### src/rtl/temp_pwm_ctrl_multi.sv
// rtl/temp_pwm_ctrl_multi.sv - multi-channel integrating PWM temperature controller
// One shared period counter drives every channel; each channel's duty register integrates once per period.
module temp_pwm_ctrl_multi #(
  parameter int NCH       = 2,
  parameter int TEMP_W    = 8,
  parameter int CNT_W     = 20,
  parameter int GAIN_SH   = 4,
  parameter int DUTY_MIN  = 0,
  parameter int DUTY_MAX  = 2**CNT_W - 2,
  parameter int OT_MARGIN = 10
) (
  input  logic                  clk_i,
  input  logic                  rst_i,
  input  logic [NCH*TEMP_W-1:0] temp_i,
  input  logic [NCH*3-1:0]      case_i,
  output logic [NCH-1:0]        pwm_o,
  output logic [NCH-1:0]        alarm_o,
  output logic                  period_o
);
  localparam int SW = CNT_W + TEMP_W + 2;
  localparam logic signed [SW-1:0] DMIN_S = SW'(DUTY_MIN);
  localparam logic signed [SW-1:0] DMAX_S = SW'(DUTY_MAX);
  localparam logic [TEMP_W:0]      MARGIN = (TEMP_W+1)'(OT_MARGIN);

  logic [CNT_W-1:0] cnt;
  logic             tick;

  function automatic logic [TEMP_W-1:0] decode_sp(input logic [2:0] code);
    case (code)
      3'd1:    decode_sp = TEMP_W'(40);
      3'd2:    decode_sp = TEMP_W'(70);
      3'd3:    decode_sp = TEMP_W'(100);
      3'd4:    decode_sp = TEMP_W'(127);
      3'd5:    decode_sp = TEMP_W'(150);
      default: decode_sp = '0;
    endcase
  endfunction

  function automatic logic [CNT_W-1:0] clamp_duty(input logic signed [SW-1:0] s);
    if (s < DMIN_S)      clamp_duty = DMIN_S[CNT_W-1:0];
    else if (s > DMAX_S) clamp_duty = DMAX_S[CNT_W-1:0];
    else                 clamp_duty = s[CNT_W-1:0];
  endfunction

  always_ff @(posedge clk_i or negedge rst_i) begin
    if (!rst_i) cnt <= '0;
    else        cnt <= cnt + 1'b1;
  end

  assign tick     = &cnt;
  assign period_o = tick;

  for (genvar k = 0; k < NCH; k++) begin : g_ch
    logic [TEMP_W-1:0]      temp;
    logic [TEMP_W-1:0]      sp;
    logic [2:0]             code;
    logic                   on;
    logic                   alarm;
    logic                   over_temp;
    logic                   cooled;
    logic [CNT_W-1:0]       duty_act;
    logic signed [TEMP_W:0] err;
    logic signed [SW-1:0]   delta;
    logic signed [SW-1:0]   base;
    logic signed [SW-1:0]   sum;

    assign temp      = temp_i[k*TEMP_W +: TEMP_W];
    assign code      = case_i[k*3 +: 3];
    assign on        = (code >= 3'd1) && (code <= 3'd5);
    assign sp        = decode_sp(code);
    assign err       = $signed({1'b0, sp}) - $signed({1'b0, temp});
    assign delta     = SW'(err) <<< GAIN_SH;
    assign over_temp = {1'b0, temp} >= ({1'b0, sp} + MARGIN);
    assign cooled    = temp < sp;
    // Leaving an alarm restarts the integrator from the floor, not from the held duty.
    assign base      = alarm ? DMIN_S : $signed(SW'(duty_act));
    assign sum       = base + delta;

    always_ff @(posedge clk_i or negedge rst_i) begin
      if (!rst_i) begin
        duty_act <= '0;
        alarm    <= 1'b0;
      end else if (tick) begin
        if (!on) begin
          duty_act <= '0;
          alarm    <= 1'b0;
        end else if (over_temp) begin
          duty_act <= DMIN_S[CNT_W-1:0];
          alarm    <= 1'b1;
        end else if (alarm && cooled) begin
          duty_act <= clamp_duty(sum);
          alarm    <= 1'b0;
        end else if (!alarm) begin
          duty_act <= clamp_duty(sum);
        end
      end
    end

    assign pwm_o[k]   = on & ~alarm & (cnt < duty_act);
    assign alarm_o[k] = alarm;
  end

endmodule

### config.mk
export PLATFORM = sky130hd
export DESIGN_NAME = temp_pwm_ctrl_multi
export DESIGN_NICKNAME = d
export VERILOG_FILES = /design/src/rtl/temp_pwm_ctrl_multi.sv
export SDC_FILE = /design/constraint.sdc
export NUM_CORES = 1
export LEC_CHECK = 0
export CORE_ASPECT_RATIO = 0.7
export CORE_MARGIN = 2
export CORE_UTILIZATION = 49
export DETAILED_ROUTE_END_ITERATION = 7
export PLACE_DENSITY = 0.66
export SYNTH_ARGS = -nofsm -noshare
export SYNTH_HDL_FRONTEND = slang
export SYNTH_SLANG_ARGS = --single-unit
### constraint.sdc
create_clock -name clk_i -period 4.35 [get_ports clk_i]
set_input_delay 0.6525 -clock clk_i [delete_from_list [all_inputs] [get_ports clk_i]]
set_output_delay 0.6525 -clock clk_i [all_outputs]
set_load 0.1 [all_outputs]
=== After elaboration in Yosys (flattened, before gate mapping) ===
Cells that the tools add are included.

* Output and inout bits: 5
* Logic and storage cells: 77
* Register bits: 62
* Bits of input ports: 24

* Equal/unequal tests: 14
* Reductions and logical operators: 9
* Add/sub/neg operators: 7
* Multiplexer cells: 22
* Bitwise gates (word level): 6
* Order comparisons: 14

{| class="wikitable"
|+ Operators by type and width
! cell !! count
|-
| 20-bit 2-to-1 mux || 14
|-
| 21-bit AND reduction || 4
|-
| 8-bit one-hot mux with 5 select lines || 2
|-
| 21-bit by 13-bit adder with 22-bit output || 2
|-
| 22-bit by 21-bit greater-than comparator with 1-bit output, second input constant || 2
|-
| 22-bit by 1-bit < comparator with 1-bit output, second input constant || 2
|-
| 20-bit < comparator || 2
|-
| 20-bit by 1-bit adder with 20-bit output, second input constant || 1
|-
| 20-bit AND reduction || 1
|-
| 8-bit by 4-bit adder with 9-bit output, second input constant || 2
|-
| 8-bit by 9-bit greater-or-equal comparator with 1-bit output || 2
|-
| 8-bit by 8-bit subtractor with 9-bit output || 2
|-
| 8-bit < comparator || 2
|-
| 3-bit by 2-bit equality test with 1-bit output, second input constant || 4
|-
| 3-bit equality test, second input constant || 4
|-
| 4-bit by 2-bit != test with 1-bit output, second input constant || 2
|-
| 3-bit by 1-bit equality test with 1-bit output, second input constant || 2
|-
| 3-bit by 1-bit greater-or-equal comparator with 1-bit output, second input constant || 2
|-
| 3-bit less-or-equal comparator, second input constant || 2
|-
| 1-bit 2-to-1 mux || 6
|-
| 3-bit by 1-bit != test with 1-bit output, second input constant || 2
|-
| 1-bit bitwise AND || 4
|-
| 1-bit logical AND || 4
|-
| 1-bit inverter || 2
|}

=== Depth between registers and ports, before layout ===
Gate-level depths: netlist (run 1).

* Depth in word-level cells: 11
* Depth in mapped cells: 25

=== Worst setup path after synthesis (run 1) ===
No wires, ideal clock.

* Path kind: input to register
* From: input port case_i[5]
* To: register g_ch[1].duty_act[9]
* Slack: -1062 ps
* Stages: 22
* Path buffers: 2
* Arrival time: 5293 ps
* Library setup time: 119 ps
* Path through: clkbuf_1 inv_1 ha_1 nor2b_1 a21oi_1 o21ai_0 fa_1 a21o_1 a21oi_1 o211ai_1 inv_1 ha_1 a21o_1 a211oi_1 nor3b_1 a21boi_1 xnor2_1 and4b_1 or2_1 buf_4 a21oi_1 o21ai_2

* Cells in the longest elaborated chain, start to end: 11
* Elaborated cells between the ends (all ways): 25
* Those cells by class: 3 x add/sub; 6 x order compare; 6 x eq/ne; 7 x mux; 3 x reduce/logical

{| class="wikitable"
|+ Ends and longest elaborated chain
! item !! line !! RTL
|-
| start, declared || 15 || <nowiki>input logic [NCH*3-1:0] case_i,</nowiki>
|-
| 3-bit equality test (tied with other cells) || 29 || <nowiki>case (code)</nowiki>
|-
| 8-bit one-hot mux with 5 select lines || 29 ||
|-
| 8-bit by 8-bit subtractor with 9-bit output || 71 || <nowiki>assign err = $signed({1'b0, sp}) - $signed({1'b0, temp});</nowiki>
|-
| 21-bit by 13-bit adder with 22-bit output || 77 || <nowiki>assign sum = base + delta;</nowiki>
|-
| 22-bit by 21-bit greater-than comparator with 1-bit output || 41 || <nowiki>else if (s > DMAX_S) clamp_duty = DMAX_S[CNT_W-1:0];</nowiki>
|-
| 20-bit 2-to-1 mux || 41 ||
|-
| 20-bit 2-to-1 mux || 40 || <nowiki>if (s < DMIN_S) clamp_duty = DMIN_S[CNT_W-1:0];</nowiki>
|-
| 20-bit 2-to-1 mux || 93 || <nowiki>end else if (!alarm) begin</nowiki>
|-
| 20-bit 2-to-1 mux || 90 || <nowiki>end else if (alarm && cooled) begin</nowiki>
|-
| 20-bit 2-to-1 mux || 87 || <nowiki>end else if (over_temp) begin</nowiki>
|-
| 20-bit 2-to-1 mux || 84 || <nowiki>if (!on) begin</nowiki>
|-
| end signal, assigned || 88 || <nowiki>duty_act <= DMIN_S[CNT_W-1:0];</nowiki>
|-
| end signal, assigned || 91 || <nowiki>duty_act <= clamp_duty(sum);</nowiki>
|-
| end signal, assigned || 94 || <nowiki>duty_act <= clamp_duty(sum);</nowiki>
|-
| end, declared || 61 || <nowiki>logic [CNT_W-1:0] duty_act;</nowiki>
|}

Parallel ways exist; a longest one is shown, timed or not. The select of a mux whose other input is x is not followed.
A chain may end at the register's enable or synchronous reset.

=== Worst setup path after layout (run 1) ===
* From: input port case_i[4]
* To: register g_ch[1].duty_act[16]

Same word-level chain as after synthesis.

==> results of run 1 <==
## critical path: stages
cell	delay, ns
buf_8	0.08
clkinvlp_4	0.11
ha_4	0.29
nor2b_4	0.19
a21oi_2	0.08
o21ai_2	0.16
buf_4	0.15
fa_2	0.19
a21o_1	0.16
a21oi_4	0.08
o211ai_1	0.36
inv_2	0.17
buf_12	0.17
ha_4	0.26
and2_4	0.15
nor3b_4	0.18
a21boi_4	0.29
mux2i_4	0.29
a2111oi_4	0.09
and4b_2	0.28
or2_4	0.25
buf_8	0.14
nor2_2	0.12
o21ai_2	0.07
## report_power, final
part	leakage [nW]	switching, mW	total [mW]	internal (mW)
registers	0.840	0.0117	0.612	0.600
logic	4.36	0.936	1.84	0.906
clock network	0.168	0.262	0.853	0.590
total	5.36	1.21	3.31	2.10
## cell type report
class                           count  share of cell area [%]
Timing Repair Buffer              284                    21.8
Inverter                          105                    3.59
Clock buffer                       11                    2.26
Tap cell                          195                    2.18
Multi-Input combinational cell    739                    55.3
Clock inverter                      5                   0.941
Sequential cell                    62                    13.9
## flip-flops by register name (all words and copies together), names as in the netlist
name,count
g_ch.duty_act,40
cnt,20
g_ch.alarm,2
## final timing paths
| kind | start | to | slack [ns] |
|---|---|---|---|
| setup / recovery | case_i[4] | g_ch[1].duty_act[16] | -0.40 |
| hold / removal | rst_i | g_ch[0].duty_act[13] | 0.31 |
| setup reg to reg | g_ch[0].alarm | g_ch[0].duty_act[8] | 0.80 |
| hold reg to reg | cnt[0] | cnt[0] | 0.48 |
| max in group asynchronous | rst_i | g_ch[0].duty_act[3] | 3.14 |
| min in group clk_i | cnt[0] | cnt[0] | 0.48 |
## kinds of logic (layout without fill, tap and decap cells)
logic type               after synthesis  in the layout  share of synthesized area (%)
AO/OA/AOI/OAI                        240            240                           21.5
XOR/XNOR                              58             58                           7.04
adder cells (fa/ha/maj)              118            118                           20.6
buffers and inverters                130            405                           7.25
flip-flops                            62             62                           21.2
multiplexers                           8              8                           1.09
AND/OR/NAND/NOR                      315            315                           21.3
## synth_stat cells (9+ instances only)
master / n
inv_1: 104
xnor2_1: 36
xor2_1: 21
nor2_1: 86
dfrtp_1: 62
clkbuf_1: 13
and3_1: 11
o21ai_0: 40
o21ai_2: 10
ha_1: 114
nor3_1: 16
nand4_1: 21
o21ai_1: 27
nor2b_1: 16
o211ai_1: 12
a21oi_1: 53
nand2_1: 80
nand3_1: 33
and2_1: 9
a211oi_1: 9
a21o_1: 25
## what timing repair did
item	4_1_cts	5_1_grt
gates cloned	5	0
endpoints found under the setup margin	40	40
pin swaps	61	45
buffers inserted	31	13
gates resized for setup	115	58
## through the flow
stage	setup slack (ns)	utilization [%]	hold WS [ns]	area, um^2
floorplan	-0.376	-	0.357	7780
global placement	-1.16	66.6	0.457	9740
detailed placement	-1.27	66.6	0.469	9740
CTS	-0.278	73.8	0.324	10800
global route	-0.535	76.3	0.338	11200
finish	-0.403	76.3	0.307	11200
## routing by layer
layer | vias up | wire (um) | GRT usage (%)
met2 | 269 | 9370 | 41.1
li1 | 3839 | - | -
met1 | 3674 | 11500 | 46.0
met3 | 25 | 1820 | 6.35
met5 | - | 0 | 0
met4 | 0 | 257 | 3.23
## cell usage in the layout (no fill, tap or decap), drive strengths merged, types with 21 or more instances in the layout
cell   synthesis  layout
ha           114     114
xor2          21      21
dfrtp         62      62
nand3         35      35
inv          105     104
nand4         22      22
a21o          25      25
xnor2         37      37
a21oi         54      54
buf           12     262
nor2          87      87
o21ai         77      77
nand2         80      80
==> impl_metrics.csv, run 1 <==
group,metric,value,unit
worst_setup_path,worstRegToRegCells,15,
drt,routed_via_density,5.57,
timing,finalSetupTns,-7.83,ns
timing,fin_ws,-0.403,ns
global_routing,antenna_found_initial,0,
die,fp.dieArea,0.0159,mm^2
drt,ant_nets,0,
cts,clock_sinks,62,
timing,drv_slew,0,
synth,synthTopCellsByArea,"dfrtp_1 21%, ha_1 19%, inv_1 5.3%",
status,violations,"setup timing",
drt,drt_first_iter_violations,537,
placement,gp_congestion,0.922,
worst_setup_path,path_class,"input pin to flop",
die,die_w,150,um
finish,regArea,0.00155,mm^2
placement,hpwl,16.6,mm
synth,syn_area,0.00732,mm^2
cts,hold_buffers,0,
synth,synth-seq-cells,62,
drt,vias,7807,
worst_setup_path,cp_data_required_time,4.57,ns
synth,synth_area_leader_cell,"dfrtp_1",
synth,yosysWarnings,0,
power,finalPower,3.31,mW
synth,synthDistinctLibCells,77,
global_routing,grt_pass1_vias,7488,
power,ir_worst_vdd,204,uV
drt,first_pass_iters,6,
cts,clk_latency,0.33,ns
flow_run,cap_viol_max_count,0,
die,core.rowCount,37,
synth,synth_area_per_cell,7.86,um^2
timing,slew_headroom,34.6,%
cts,cts.htree.levels,3,
worst_hold_path,min_path_type,"input pin to async pin",
die,ioPinCount,29,
timing,finalHoldViolations,0,
power,power_density,296,mW/mm^2
timing,min_period,4.75,ns
timing,setup_violations,39,
finish,final_cells,1401,
finish,area_growth,52.6,%
global_routing,grt.overflow.total,0,
die,coreArea,0.0146,mm^2
finish,multi_input_area,0.00618,mm^2
cts,cts_root_buf,"clkbuf_16",
timing,period_share,109,%
die,start_util,50.0,%
placement,portBuffers,28,
global_routing,gr-usage-all-layers,29.1,%
timing,max_freq,210,MHz
status,outcome,"finished with violations",
worst_setup_path,arrival,4.97,ns
synth,synth_edf_count,0,
worst_setup_path,cp_max_fo,6,
timing,finalClockSkew,0.00583,ns
timing,max_slew.worst_pin.slew,0.978,ns
placement,post-place-cells,1343,
finish,nets,1343,
global_routing,grt_start_max_net_pins,39,
die,die_h,106,um
worst_setup_path,end_kind,"flop",
synth,async_reset_ff_share,100,%
global_routing,grt_pass1_wl,37.3,mm
cts,tritoncts,"yes",
cts,clk_pin_slew,0.05,ns
drt,drc,0,
finish,num_antenna_cells,0,
power,power.leakage,5.36,nW
cts,numCtsBuffers,9,
synth,ys.flop_type,"dfrtp_1",
drt,drt-total-wl,23.0,mm
synth,seq_area_frac_synth,21.2,%
cts,clock_path_buffers,2,
finish,drive_gt1_share,37.3,%
synth,syn_inst,931,
finish,fill_cells,1015,
synth,synth.net_count,1073,
timing,rsz0062_at_grt,"yes",
drt,wl_per_cell,16.4,um
worst_setup_path,startpoint_type,"input pin",
synth,synth_top_area_share,21.2,%
Power figures use the tool's default switching activity.
==> run 2, diff against run 1 <==
CORE_MARGIN = 4   (was 2)
CTS_BUF_LIST = sky130_fd_sc_hd__clkbuf_16   (was default)
==> run 2 against run 1 <==
Against the previous run: the flow still finishes with violations (setup timing); highest routed layer unchanged; setup slack worse by 0.068 ns; routed wire length is 1.4% higher; design area is 0.28% lower; total power is 3.2% lower; cell count is 0.29% higher; worst hold slack better by 0.17 ns; first-iteration DRC count is 8.4% higher; core utilization is 0.45 points lower; die area is 6.5% higher.
==> impl_metrics.csv, run 2 (synthesis results as in run 1) <==
group,metric,value,unit
die,core.rowCount,37,
timing,setup_violations,25,
placement,dp_slack,-1.24,ns
finish,nets,1347,
finish,layout_commonest_cell,"buf_4",
timing,max_freq,207,MHz
placement,post-place-cells,1343,
drt,first_pass_iters,5,
worst_setup_path,cp_data_required_time,4.62,ns
drt,drt-total-wl,23.3,mm
worst_setup_path,worst_path_max_delay_cell,"or3_4",
global_routing,grt.overflow.total,0,
finish,area_growth,52.2,%
timing,slew_headroom,34.6,%
power,power_density,288,mW/mm^2
power,clkPwrFrac,22.5,%
global_routing,gr-usage-all-layers,27.1,%
global_routing,grt_pass1_vias,7464,
finish,largest_reg_flops,40,
global_routing,grt_start_max_net_pins,44,
die,coreArea,0.0147,mm^2
finish,mostFrequentLayoutCells,"235 x buf_4, 96 x inv_1, 93 x ha_1",
finish,reg_top3,"g_ch.duty_act x40, cnt x20, g_ch.alarm x2",
power,netSwitchingFraction,38.5,%
timing,finalClockSkew,0.00649,ns
finish,num_antenna_cells,0,
worst_hold_path,min_path_type,"input pin to async pin",
timing,rsz0062_at_grt,"yes",
worst_setup_path,arrival,5.09,ns
worst_setup_path,startpoint_type,"input pin",
finish,drive_gt1_share,37.9,%
cts,clock_path_buffers,2,
global_routing,antenna_found_initial,0,
power,seq_power_share,19.1,%
worst_setup_path,cp_max_fo,6,
status,outcome,"finished with violations",
power,finalPower,3.20,mW
flow_run,cap_viol_max_count,0,
die,start_util,49.9,%
cts,clock_sinks,62,
status,violations,"setup timing",
drt,vias,7811,
placement,portBuffers,28,
cts,tritoncts,"yes",
cts,clk_latency,0.34,ns
worst_setup_path,end_kind,"flop",
placement,gp_congestion,0.897,
global_routing,grt_pass1_wl,37.4,mm
power,switching_power,1.23,mW
die,ioPinCount,29,
power,p_comb_share,58.4,%
die,die_w,154,um
worst_setup_path,cpPeakStageDelay,0.47,ns
worst_setup_path,path_class,"input pin to flop",
cts,cts.htree.levels,3,
timing,finalHoldViolations,0,
power,ir_worst_vdd,182,uV
timing,period_share,111,%
die,die_h,110,um
finish,final_util,75.9,%
finish,max_flop_register,"g_ch.duty_act",
drt,wl_per_cell,16.6,um
timing,fin_ws,-0.470,ns
finish,fill_cells,1004,
die,fp.dieArea,0.0170,mm^2
cts,clk_pin_slew,0.06,ns
power,power.leakage,5.31,nW
drt,drc,0,
finish,final_cells,1405,
timing,drv_slew,0,
timing,min_period,4.82,ns
drt,drt_first_iter_violations,582,
timing,finalSetupTns,-8.13,ns
cts,cts_root_buf,"clkbuf_16",
drt,routed_via_density,5.56,
timing,max_slew.worst_pin.slew,0.981,ns
placement,hpwl,16.9,mm
drt,ant_nets,0,
cts,numCtsBuffers,9,
power,intPower,1.97,mW
## run 2: cell count changes in the layout (fill, tap and decap cells not counted), moves of 4 or more
cell / delta
o21ai_2: -5
nor2_4: +4
nor2_2: -4
buf_6: +10
## run 2: path summary, 6_finish.rpt
check                      depth (start not counted)            startpoint              endpoint  slack, ns
setup / recovery                                  26             case_i[4]  g_ch[1].duty_act[18]      -0.47
max in group asynchronous                          2                 rst_i                cnt[8]       3.03
hold reg to reg                                    2  g_ch[1].duty_act[11]  g_ch[1].duty_act[11]       0.48
min in group clk_i                                 2  g_ch[1].duty_act[11]  g_ch[1].duty_act[11]       0.48
setup reg to reg                                  13         g_ch[0].alarm   g_ch[0].duty_act[0]       0.87
hold / removal                                     1                 rst_i               cnt[16]       0.48
## run 2: worst max-delay path: cells and delay by family
| family | cells | cell delay (ns) |
|---|---|---|
| compound gates | 12 | 1.80 |
| fa+ha+maj | 2 | 0.70 |
| buf+inv | 7 | 0.95 |
| simple gates | 3 | 0.74 |
| xor+xnor | 2 | 0.26 |
## run 2: power by group through the flow
| stage | clock network, mW | registers, mW | logic, mW |
|---|---|---|---|
| finish | 0.720 | 0.612 | 1.87 |
| CTS | 0.725 | 0.612 | 1.69 |
| global placement | 0 | 0.621 | 1.47 |
| floorplan | 0 | 0.617 | 0.879 |
| global route | 0.759 | 0.615 | 2.01 |
| detailed placement | 0 | 0.621 | 1.49 |
## run 2: final cells by class
class	count	area, um^2	share of cell area [%]
clock buffer	9	225	2.02
inverter	105	400	3.60
sequential	62	1550	13.9
timing repair buffer	288	2430	21.8
tap	195	244	2.19
clock inverter	7	75.1	0.674
multi-input combinational	739	6210	55.8
## run 2: timing repair
item                                    CTS  global route
buffers inserted                         32            13
endpoints found under the setup margin   40            40
hold buffers                              0             0
hold endpoints to repair                  0             0
gates resized for setup                 113            71
gates cloned                              3             0
pin swaps                                61            51
## run 2: metal layers
| layer | wire length (um) | global-route usage [%] | vias up | share of wire (%) |
|---|---|---|---|---|
| met2 | 9450 | 38.2 | 262 | 41 |
| met3 | 1770 | 6.05 | 38 | 7.6 |
| met4 | 370 | 5.29 | 0 | 1.6 |
| met5 | 0 | 0 | - | 0 |
| met1 | 11700 | 42.0 | 3658 | 50 |
| li1 | - | - | 3853 | - |
## run 2: stage by stage
stage | hold WS (ns) | instance area (um^2)
after global placement | 0.454 | 9740
final | 0.476 | 11100
after CTS | 0.477 | 10700
after global routing | 0.499 | 11100
after detailed placement | 0.464 | 9740
after floorplan | 0.357 | 7780
==> run 3, diff against run 2 <==
CORE_ASPECT_RATIO = 1.75   (was 0.7)
==> run 3 against run 2 <==
Against the previous run: the flow still finishes with violations (setup timing); worst hold slack worse by 0.13 ns; first-iteration DRC count is 61% lower; via count is 1.8% higher; clock skew is 0.00086 ns lower; critical path depth is 2 lower; cell count is 0.43% lower; sequential share of layout area is 0.090 points higher; core utilization is 0.35 points higher; non-clock buffer count is 9 higher; clock-buffer cell count stayed put; critical path type unchanged; largest cell class unchanged.
==> impl_metrics.csv, run 3 (synthesis results as in run 1) <==
group,metric,value,unit
global_routing,grt_pass1_wl,37.3,mm
worst_setup_path,cp_max_fo,9,
drt,wl_per_cell,16.7,um
cts,clock_path_buffers,2,
timing,finalClockSkew,0.00563,ns
timing,min_period,4.67,ns
timing,period_share,107,%
global_routing,grt.overflow.total,0,
timing,rsz0062_at_grt,"yes",
die,die_w,100,um
die,start_util,50.4,%
finish,area_growth,51.2,%
power,netSwitchingFraction,37.7,%
die,fp.dieArea,0.0170,mm^2
worst_setup_path,path_class,"input pin to flop",
cts,hold_buffers,0,
power,power.leakage,5.38,nW
timing,finalHoldViolations,0,
timing,finalSetupTns,-5.38,ns
placement,portBuffers,28,
timing,max_freq,214,MHz
power,power_density,286,mW/mm^2
drt,routed_via_density,5.68,
power,p_comb_share,59.0,%
power,intPower,1.97,mW
die,die_h,170,um
finish,mostFrequentLayoutCells,"246 x buf_4, 97 x inv_1, 93 x ha_1",
drt,first_pass_iters,4,
timing,fin_ws,-0.324,ns
finish,max_flop_register,"g_ch.duty_act",
worst_setup_path,arrival,4.93,ns
drt,drc,0,
cts,tritoncts,"yes",
finish,layout_commonest_cell,"buf_4",
cts,numCtsBuffers,9,
power,clkPwrFrac,21.6,%
cts,cts.htree.levels,3,
drt,drt-total-wl,23.4,mm
die,core.rowCount,58,
worst_hold_path,min_path_type,"input pin to async pin",
drt,vias,7948,
power,finalPower,3.16,mW
die,ioPinCount,29,
global_routing,grt_pass1_vias,8294,
timing,max_slew.worst_pin.slew,0.963,ns
global_routing,antenna_found_initial,0,
finish,largest_reg_flops,40,
drt,ant_nets,0,
status,outcome,"finished with violations",
finish,drive_gt1_share,37.7,%
power,seq_power_share,19.4,%
die,coreArea,0.0145,mm^2
worst_setup_path,startpoint_type,"input pin",
flow_run,cap_viol_max_count,0,
cts,cts_root_buf,"clkbuf_16",
placement,gp_congestion,0.884,
placement,hpwl,17.6,mm
timing,setup_violations,21,
status,violations,"setup timing",
power,switching_power,1.19,mW
cts,clk_latency,0.33,ns
global_routing,gr-usage-all-layers,27.3,%
timing,drv_slew,0,
worst_setup_path,cp_data_required_time,4.61,ns
drt,drt_first_iter_violations,226,
cts,clock_sinks,62,
timing,slew_headroom,35.6,%
global_routing,grt_start_max_net_pins,35,
finish,reg_top3,"g_ch.duty_act x40, cnt x20, g_ch.alarm x2",
finish,fin_area,0.0111,mm^2
cts,clk_pin_slew,0.05,ns
placement,place_area,0.00978,mm^2
finish,num_antenna_cells,0,
finish,nets,1356,
power,ir_worst_vdd,188,uV
worst_setup_path,end_kind,"flop",
==> run 3: per-layer routing <==
metal | part of all wire, % | global-route usage (%)
met1 | 33 | 23.9
met2 | 58 | 54.9
met3 | 1.9 | 2.26
met4 | 7.1 | 20.3
met5 | 0 | 0
==> run 3: path summary, 6_finish.rpt <==
kind / start / to / slack, ns / cells past startpoint
setup / recovery: case_i[4] / g_ch[1].duty_act[12] / -0.32 / 24
min in group clk_i: g_ch[1].duty_act[14] / g_ch[1].duty_act[14] / 0.47 / 1
setup reg to reg: g_ch[0].alarm / g_ch[0].duty_act[0] / 0.79 / 13
hold / removal: rst_i / g_ch[0].duty_act[13] / 0.35 / 1
hold reg to reg: g_ch[1].duty_act[14] / g_ch[1].duty_act[14] / 0.47 / 1
max in group asynchronous: rst_i / g_ch[1].alarm / 3.10 / 2
==> run 3: metrics by stage <==
step	util, %	cells	setup slack (ns)	hold slack (ns)
final	76.2	1399	-0.324	0.345
after global routing	76.2	1399	-0.545	0.396
after CTS	74.0	1386	-0.202	0.356
after detailed placement	67.4	1333	-1.22	0.461
after global placement	67.4	1333	-1.08	0.458
after floorplan	-	931	-0.376	0.357
==> run 3: cell type report <==
class / instances / area, um^2
clock buffer: 9 / 225
clock inverter: 7 / 57.6
tap: 180 / 225
timing repair buffer: 297 / 2500
inverter: 105 / 400
fill: 1073 / 3450
multi-input combinational: 739 / 6110
sequential: 62 / 1550
==> run 3: critical path: stages <==
cell	delay, ns
buf_8	0.08
clkinvlp_4	0.11
ha_4	0.28
nor2b_4	0.18
a21oi_2	0.07
o21ai_2	0.16
ha_1	0.27
nor2b_4	0.13
o31a_1	0.26
o211a_1	0.24
o21a_1	0.20
nor2_2	0.16
ha_4	0.16
buf_6	0.11
nand2_2	0.07
nor3b_4	0.18
o21ai_1	0.13
o211ai_1	0.27
o31ai_2	0.11
buf_4	0.16
xnor2_2	0.16
or3_4	0.37
bufbuf_16	0.30
o21ai_2	0.13
==> run 3: what timing repair did <==
action | in CTS | in global routing
gates resized for setup | 108 | 66
gates cloned | 5 | 0
buffers inserted | 33 | 19
pin swaps | 62 | 56
endpoints found under the setup margin | 40 | 40
==> run 3: power by group through the flow <==
stage,Combinational [mW],Sequential [mW],Clock [mW]
2_1_floorplan,0.879,0.617,0
3_3_place_gp,1.48,0.622,0
3_5_place_dp,1.49,0.623,0
4_1_cts,1.76,0.613,0.688
5_1_grt,2.01,0.616,0.716
6_report,1.87,0.613,0.683
